**src/rtl/seven_segment_reader.sv**
```systemverilog
// Recovers BCD digits from a time-multiplexed seven-segment bus and emits one frame per full set of captures.
// Build option SEVEN_SEG_ACTIVE_LOW_EN: treat seg as active-low (common-anode); dig_sel stays active-high.
//
// state     | meaning
// ----------+-------------------------------------------------------------
// IDLE      | no stable one-hot select is being observed
// QUALIFY   | one-hot sample seen, counting identical samples
// CAPTURED  | current dwell already captured, waiting for a change
module seven_segment_reader #(
    parameter int DIGITS        = 4,
    parameter int STABLE_CYCLES = 3
) (
    input  logic                  clk,
    input  logic                  rst_n,
    input  logic [6:0]            seg,
    input  logic [DIGITS-1:0]     dig_sel,
    output logic [4*DIGITS-1:0]   value,
    output logic [DIGITS-1:0]     digit_err,
    output logic                  frame_valid
);

    localparam int CNT_W = $clog2(STABLE_CYCLES);
    // The counter holds (identical samples - 1), so capture fires when it would step to STABLE_CYCLES-1.
    localparam logic [CNT_W-1:0] CNT_CAP = CNT_W'(STABLE_CYCLES - 2);
    localparam logic [CNT_W-1:0] CNT_SAT = CNT_W'(STABLE_CYCLES - 1);

    localparam logic [1:0] ST_IDLE     = 2'd0;
    localparam logic [1:0] ST_QUALIFY  = 2'd1;
    localparam logic [1:0] ST_CAPTURED = 2'd2;

    logic [6:0]          seg_in;
    logic [6:0]          seg_q, seg_p_q;
    logic [DIGITS-1:0]   sel_q, sel_p_q;
    logic [1:0]          state_q, state_d;
    logic [CNT_W-1:0]    cnt_q, cnt_d;
    logic [DIGITS-1:0]   mask_q, mask_d;
    logic [4*DIGITS-1:0] slot_q, slot_d;
    logic [DIGITS-1:0]   slot_err_q, slot_err_d;
    logic [4*DIGITS-1:0] value_q, value_d;
    logic [DIGITS-1:0]   digit_err_q, digit_err_d;
    logic                frame_valid_q;
    logic                same;
    logic                onehot;
    logic                capture;
    logic                mask_full;
    logic [4:0]          dec;

`ifdef SEVEN_SEG_ACTIVE_LOW_EN
    assign seg_in = ~seg;
`else
    assign seg_in = seg;
`endif

    function automatic logic [4:0] decode(input logic [6:0] s);
        logic [4:0] r;
        case (s)
            7'b0111111: r = {1'b0, 4'h0};
            7'b0000110: r = {1'b0, 4'h1};
            7'b1011011: r = {1'b0, 4'h2};
            7'b1001111: r = {1'b0, 4'h3};
            7'b1100110: r = {1'b0, 4'h4};
            7'b1101101: r = {1'b0, 4'h5};
            7'b1111101: r = {1'b0, 4'h6};
            7'b0000111: r = {1'b0, 4'h7};
            7'b1111111: r = {1'b0, 4'h8};
            7'b1101111: r = {1'b0, 4'h9};
            7'b1000000: r = {1'b1, 4'hF};
            default:    r = {1'b1, 4'hE};
        endcase
        return r;
    endfunction

    assign same      = (seg_q == seg_p_q) && (sel_q == sel_p_q);
    assign onehot    = (sel_q != '0) && ((sel_q & (sel_q - 1'b1)) == '0);
    assign mask_full = &mask_q;
    assign dec       = decode(seg_q);

    always_comb begin
        state_d = state_q;
        cnt_d   = cnt_q;
        capture = 1'b0;
        if (!onehot) begin
            state_d = ST_IDLE;
            cnt_d   = '0;
        end else if (!same) begin
            state_d = ST_QUALIFY;
            cnt_d   = '0;
        end else begin
            case (state_q)
                ST_QUALIFY: begin
                    if (cnt_q == CNT_CAP) begin
                        capture = 1'b1;
                        state_d = ST_CAPTURED;
                        cnt_d   = CNT_SAT;
                    end else begin
                        cnt_d = cnt_q + CNT_W'(1);
                    end
                end
                ST_CAPTURED: begin
                    cnt_d = CNT_SAT;
                end
                default: begin
                    state_d = ST_QUALIFY;
                    cnt_d   = '0;
                end
            endcase
        end
    end

    // A capture on the frame-completion edge belongs to the next frame.
    always_comb begin
        slot_d      = slot_q;
        slot_err_d  = slot_err_q;
        mask_d      = mask_full ? '0 : mask_q;
        value_d     = value_q;
        digit_err_d = digit_err_q;
        if (capture) begin
            mask_d = mask_d | sel_q;
            for (int i = 0; i < DIGITS; i++) begin
                if (sel_q[i]) begin
                    slot_d[4*i +: 4] = dec[3:0];
                    slot_err_d[i]    = dec[4];
                end
            end
        end
        if (mask_full) begin
            value_d     = slot_q;
            digit_err_d = slot_err_q;
        end
    end

    always_ff @(posedge clk or negedge rst_n) begin
        if (!rst_n) begin
            seg_q         <= '0;
            seg_p_q       <= '0;
            sel_q         <= '0;
            sel_p_q       <= '0;
            state_q       <= ST_IDLE;
            cnt_q         <= '0;
            mask_q        <= '0;
            slot_q        <= '0;
            slot_err_q    <= '0;
            value_q       <= '0;
            digit_err_q   <= '0;
            frame_valid_q <= 1'b0;
        end else begin
            seg_q         <= seg_in;
            seg_p_q       <= seg_q;
            sel_q         <= dig_sel;
            sel_p_q       <= sel_q;
            state_q       <= state_d;
            cnt_q         <= cnt_d;
            mask_q        <= mask_d;
            slot_q        <= slot_d;
            slot_err_q    <= slot_err_d;
            value_q       <= value_d;
            digit_err_q   <= digit_err_d;
            frame_valid_q <= mask_full;
        end
    end

    assign value       = value_q;
    assign digit_err   = digit_err_q;
    assign frame_valid = frame_valid_q;

endmodule

```
**config.mk**
```make
export PLATFORM = sky130hd
export DESIGN_NAME = seven_segment_reader
export DESIGN_NICKNAME = d
export VERILOG_FILES = /design/src/rtl/seven_segment_reader.sv
export SDC_FILE = /design/constraint.sdc
export NUM_CORES = 1
export LEC_CHECK = 0
export ABC_AREA = 1
export CORE_ASPECT_RATIO = 0.6
export CORE_UTILIZATION = 34
export CTS_CLUSTER_SIZE = 40
export DETAILED_ROUTE_END_ITERATION = 10
export HOLD_SLACK_MARGIN = 0.08
export PLACE_DENSITY = 0.57
export SETUP_SLACK_MARGIN = 0.05
export SYNTH_ARGS = -nofsm -noshare
export SYNTH_HDL_FRONTEND = slang
export SYNTH_SLANG_ARGS = --single-unit
```
**constraint.sdc**
```tcl
create_clock -name clk -period 5.12 [get_ports clk]
set_clock_uncertainty 0.2 [all_clocks]
set_input_delay 1.536 -clock clk [delete_from_list [all_inputs] [get_ports clk]]
set_output_delay 1.536 -clock clk [all_outputs]
set_load 0.03 [all_outputs]
```
Word level (Yosys, flattened, before mapping)
Index checks and enable logic that the tools add are counted.
- bitwise logic cells: 2
- multiplexer cells: 15
- add/subtract/negate cells: 2
- reduce and logical (&&, ||, !) cells: 10
- equality and inequality tests: 18
- operator list (operator ; number):
    7-bit == test, second input constant ; 8
    5-bit one-hot mux with 11 select lines ; 1
    7-bit by 3-bit == test with 1-bit output, second input constant ; 2
    2-bit 2-to-1 mux ; 6
    2-bit AND reduction ; 5
    4-bit 2-to-1 mux ; 2
    2-bit one-hot mux with 2 select lines ; 2
    7-bit by 6-bit == test with 1-bit output, second input constant ; 1
    7-bit == test ; 1
    4-bit bitwise AND ; 1
    2-bit by 1-bit == test with 1-bit output, second input constant ; 2
    4-bit == test ; 1
    4-bit logical NOT ; 1
    1-bit 2-to-1 mux ; 4
    4-bit inequality test, second input constant ; 1
    4-bit OR ; 1
    4-bit AND reduction ; 1
    4-bit nonzero test ; 1
    4-bit by 1-bit subtractor with 4-bit output, second input constant ; 1
    3-bit inequality test, second input constant ; 1
    2-bit by 1-bit adder with 2-bit output, second input constant ; 1
    2-bit == test, second input constant ; 1
    1-bit logical AND ; 2
- bits of input ports: 13
- register bits: 71
- output and inout bits: 21

Logic depth before layout (Yosys ltp)
Gate-level depths: netlist (run 1).
- depth after elaboration: 6
- depth in mapped cells: 12
- gate-level depth less buffers: 11

Least setup slack after synthesis (run 1)
Ideal clock, no wire load.
- kind: flip-flop to output port
- start: reg digit_err_q[0], in the netlist digit_err[0]
- end: out digit_err[0]
- setup slack: 2902 ps
- buffers on the path: 0
- data arrival time: 482 ps
- cell stages (with the launch flop): 1
- cells stage by stage: dfrtp_1
- RTL lines (item ; line ; source):
    from (decl) ; 40 ; logic [DIGITS-1:0] digit_err_q, digit_err_d;
    from (signal assigned) ; 157 ; digit_err_q <= digit_err_d;
    to (decl) ; 18 ; output logic [DIGITS-1:0] digit_err,
No word-level cell between the ends.

Worst setup path after layout (run 1)
- start: reg value_q[1], in the netlist value[1]
- end: out value[1]
- RTL lines (item ; line ; source):
    from (decl) ; 39 ; logic [4*DIGITS-1:0] value_q, value_d;
    from (signal assigned) ; 156 ; value_q <= value_d;
    to (decl) ; 17 ; output logic [4*DIGITS-1:0] value,
No word-level cell between the ends.

==> results of run 1 <==
-- state kept, by name, summed over array words and instances (netlist names), 7 cells and up --
name / count
value: 16
seg_q: 7
seg_p_q: 7
slot_q: 16
-- per-stage QoR --
step | hold WS (ns) | std cells | util, % | setup WS [ns]
floorplan | 0.155 | 375 | - | 2.90
global placement | 0.227 | 510 | 40.3 | 2.39
detailed placement | 0.224 | 510 | 40.3 | 2.37
CTS | 0.237 | 525 | 43.5 | 2.01
global route | 0.246 | 525 | 43.5 | 1.98
finish | 0.233 | 525 | 43.5 | 2.04
-- metal layers --
layer | share of wire (%) | up-vias | wire, um
li1 | - | 1231 | -
met1 | 52 | 1102 | 3130
met2 | 42 | 46 | 2560
met3 | 4.8 | 7 | 288
met4 | 1.1 | 0 | 65
met5 | 0 | - | 0
-- where the power goes --
part / leakage, uW / internal (uW) / switching (uW) / total (uW)
combinational: 0.000934 / 21.7 / 36.9 / 58.5
sequential: 0.000940 / 571 / 14.0 / 585
clock: 0.000136 / 365 / 209 / 574
total: 0.00201 / 958 / 260 / 1220
-- cell usage in the layout, fill, tap and decap left out --
cell type	count
nor2_2	2
buf_4	2
clkbuf_8	3
nor2_4	3
clkbuf_16	9
nor3_1	2
inv_1	23
nand2_1	179
nand3_1	27
clkbuf_1	3
buf_2	1
o21ai_0	4
clkdlybuf4s50_1	32
o2111ai_1	1
dfrtp_1	71
or2_2	1
xnor2_1	6
nand3_2	1
inv_2	6
a21oi_1	2
nand4_1	8
nor2_1	24
ha_1	3
-- Yosys cell counts (all sizes together) --
library cell	count	area [um^2]
ha	3	37.5
nand4	8	50.1
o21ai	4	20.0
nand2	179	672
inv	29	109
nand3	28	145
a21oi	2	10.0
clkbuf	4	15.0
o2111ai	1	8.76
xnor2	6	52.6
nor2	29	136
or2	1	6.26
nor3	2	10.0
buf	8	76.3
dfrtp	71	1780
-- logic make-up (layout without fill, tap and decap cells) --
logic type,count (synthesis),count (layout),share of synthesized area (%)
flops,71,71,56.8
xor+xnor,6,6,1.68
simple gates,247,247,32.6
buf+inv,41,79,6.40
fa+ha+maj,3,3,1.20
compound gates,7,7,1.24
-- path summary, 6_finish.rpt --
check / slack [ns] / start / cells past startpoint / end
worst min register to register: 0.23 / cnt_q[0] / 1 / cnt_q[0]
worst min-delay path: 0.23 / cnt_q[0] / 1 / cnt_q[0]
min in group asynchronous: 1.20 / rst_n / 2 / value[3]
worst max-delay path: 2.04 / value[1] / 1 / value[1]
max in group asynchronous: 2.91 / rst_n / 2 / sel_q[0]
worst max register to register: 2.59 / sel_q[2] / 8 / slot_q[2]
-- final cells by class --
class,instances,area [um^2],share of cell area [%]
sequential,71,1780,46.8
multi-input combinational,263,1150,30.3
timing repair buffer,35,340,8.97
clock buffer,15,278,7.32
tap,112,140,3.70
inverter,29,109,2.87
==> impl_metrics.ini, run 1 <==
[outcome]
status = finished clean

[setup_path]
crit_path_top_delay_cell = clkdlybuf4s50_1
cp.required_ns = 3.38
cp.arrival_ns = 1.35
critPathMaxFanout = 2
startpoint_type = flip-flop
critPathBufInv = 1
path_cells = clkdlybuf4s50_1
endpoint_kind = output port
max_stage_delay_ns = 0.67
critical_path_class = reg2out
cp_top_family = buffers and inverters

[global_route]
use_met1_pct = 20.4
grt-ovfl-total = 0
grt_pass1_wl_mm = 11.0
grt_pass1_vias = 2374
track_usage_pct = 14.9
busiest_layer = met2
gr-usage-met3_pct = 5.34
antenna_found_initial = 0
grt_use_met2_pct = 21.3
grt_max_degree = 72

[timing]
fmax_ghz = 0.324
finalSetupViolations = 0
finalMaxSlewViolations = 0
finalHoldViolations = 0
rsz0062_at_grt = no
period_needed_ns = 3.08
fin_tns_setup_ns = 0
fin_crit_sh_pct = 60.2
maxSlewHeadroom_pct = 40.3
worstMarginPinSlew_ns = 0.896

[clocking]
cts_hold_buf = 0
clk_latency_ns = 0.33
cts_sinks = 71
cts_setup_buffers = 0
cts_root_buffer = clkbuf_16
cts_buffer_depth = 2
cts-resized-gates = 0
cts-buffers-inserted = 9
tritoncts = done
h-tree-depth = 3
clk_pin_slew_ns = 0.05

[placed_design]
gp_congestion = 0.908
placed_area_um2 = 3510
numPortBuffers = 33
place.detailed.hpwl_mm = 4.28

[final_layout]
area_delta_synth_final_pct = 21.3
stdcell_area_um2 = 3790
diodes = 0
layout.nets = 425
layout-drive-gt1-share_pct = 6.78
nFillCells = 882

[routing]
post_drt_via_cell_ratio = 4.54
routed_wl_mm = 6.04
detail-route-antenna-nets = 0
num_vias = 2386
drtPass1Iterations = 4
drtIter0Drc = 109
drcViolationCount = 0
wire_per_inst_um = 11.5

[run]
drv_cap = 0

[floorplan]
start_util_pct = 35.8
row_count = 26
die_area_um2 = 9590
fp.coreArea_um2 = 8720
die_h_um = 76.3
die_w_um = 126
pin_count = 34

[power]
power_leakage_uw = 0.00201
total_power_uw = 1220
powerDensity_nw_per_um2 = 321
peakVddDrop_mv = 0.167

[logic_synthesis]
synth.distinct_cells = 21
netlist_instances = 375
yosys_warnings = 0
syn-num-nets = 391
postSynthAreaPerCell_um2 = 8.33
synth-seq-cells = 71
netlist_area_um2 = 3130
yosysSeqAreaShare_pct = 56.8

[hold_path]
worstHoldPathType = reg2reg
Power figures use the tool's default switching activity.
==> run 2: changes to the inputs <==
Settings changed: PLACE_DENSITY 0.57 to 0.59.
Clock period 5.12 ns to 2.8 ns, I/O delays scaled along.
==> run 2 against run 1 <==
  * Critical path depth did not move
  * Combinational power grew 93%
  * Sequential share of layout area down 1.2 points
  * Sequential power rose by 83%
  * Worst hold slack improved by 0.010 ns
  * Global-route usage shrank 0.097 points
==> impl_metrics.ini, run 2 (same netlist as run 1, synthesis figures left out) <==
[timing]
fmax_ghz = 0.415
fin_tns_setup_ns = 0
finalSetupViolations = 0
period_needed_ns = 2.41
fin_crit_sh_pct = 86.1
rsz0062_at_grt = no
finalMaxSlewViolations = 0
maxSlewHeadroom_pct = 58.4
finalHoldViolations = 0
worstMarginPinSlew_ns = 0.624

[routing]
num_vias = 2383
drtPass1Iterations = 4
drtIter0Drc = 167
detail-route-antenna-nets = 0
post_drt_via_cell_ratio = 4.52
wire_per_inst_um = 11.9
routed_wl_mm = 6.27
drcViolationCount = 0

[global_route]
antenna_found_initial = 0
grt_pass1_wl_mm = 11.0
grt_pass1_vias = 2383
grt-ovfl-total = 0
grt_max_degree = 72
track_usage_pct = 14.8

[clocking]
cts_buffer_depth = 2
cts_root_buffer = clkbuf_16
h-tree-depth = 3
cts_setup_buffers = 0
cts_hold_buf = 0
clk_latency_ns = 0.34
tritoncts = done
clk_pin_slew_ns = 0.05
cts-buffers-inserted = 9
cts_sinks = 71
cts-resized-gates = 0

[floorplan]
die_w_um = 126
fp.coreArea_um2 = 8720
die_area_um2 = 9590
start_util_pct = 35.8
die_h_um = 76.3
pin_count = 34
row_count = 26

[power]
pwr-share-clk_pct = 53.8
power.switching_uw = 516
powerDensity_nw_per_um2 = 657
switching_share_pct = 20.2
p_comb_share_pct = 4.4
p_int_uw = 2040
power_leakage_uw = 0.00206
seqPwrFrac_pct = 41.8
peakVddDrop_mv = 0.338

[setup_path]
startpoint_type = flip-flop
path_cells = clkdlybuf4s50_1
critPathBufInv = 1
r2r_slack_ns = 0.72
crit_path_top_delay_cell = clkdlybuf4s50_1
critPathMaxFanout = 2
max_stage_delay_ns = 0.68
endpoint_kind = output port
cp_top_family = buffers and inverters
cp.required_ns = 1.76
cp.arrival_ns = 1.37
critical_path_class = reg2out

[final_layout]
layout.nets = 426
final_common_cell = nand2_1
layout_common_cells = nand2_1 (179), dfrtp_1 (71), clkdlybuf4s50_1 (32)
layout-drive-gt1-share_pct = 7.95
area_delta_synth_final_pct = 24.6
diodes = 0
postLayoutCoreUtil_pct = 44.7

[hold_path]
worstHoldPathType = reg2reg

[placed_design]
place.detailed.hpwl_mm = 4.32
gp_congestion = 0.886
numPortBuffers = 33

[outcome]
status = finished clean

[run]
drv_cap = 0
run 2: cell types whose count changed in the layout (fill, tap and decap cells not counted), sizes merged:
cell	delta
buf	+1
clkinv	+3
clkbuf	-6
bufinv	+4
run 2: layer usage:
| layer | vias to the layer above | track usage, % | wire [um] |
|---|---|---|---|
| li1 | 1232 | - | - |
| met1 | 1061 | 20.4 | 3290 |
| met2 | 77 | 21.0 | 2460 |
| met3 | 13 | 5.62 | 412 |
| met4 | 0 | 5.18 | 102 |
| met5 | - | 0 | 0 |
run 2: power by group through the flow:
stage	sequential, uW	clock, uW	combinational (uW)
2_1_floorplan	1080	0	73.5
3_3_place_gp	1090	0	112
3_5_place_dp	1090	0	114
4_1_cts	1070	1410	115
5_1_grt	1070	1450	130
6_report	1070	1380	113
run 2: stage by stage:
stage / worst slack, ns / total power (uW) / std cells / area (um^2) / hold slack (ns)
after floorplan: 1.17 / 1150 / 375 / 3130 / 0.155
after global placement: 0.765 / 1200 / 511 / 3530 / 0.225
after detailed placement: 0.739 / 1200 / 511 / 3530 / 0.243
after CTS: 0.374 / 2590 / 527 / 3890 / 0.250
after global routing: 0.351 / 2650 / 527 / 3890 / 0.276
final: 0.391 / 2560 / 527 / 3890 / 0.243
run 2: final cells by class:
type	instances	area, um^2
Inverter	29	109
Multi-Input combinational cell	263	1150
Clock buffer	9	225
Sequential cell	71	1780
Fill cell	836	4820
Tap cell	112	140
Clock inverter	7	135
Timing Repair Buffer	36	360
run 2: final timing paths:
path | to | cells past startpoint | startpoint
max | value[11] | 1 | value[11]
min | cnt_q[0] | 1 | cnt_q[0]
max reg2reg | slot_q[0] | 9 | sel_q[2]
min reg2reg | cnt_q[0] | 1 | cnt_q[0]
max in group asynchronous | sel_q[3] | 2 | rst_n
min in group asynchronous | value[2] | 2 | rst_n
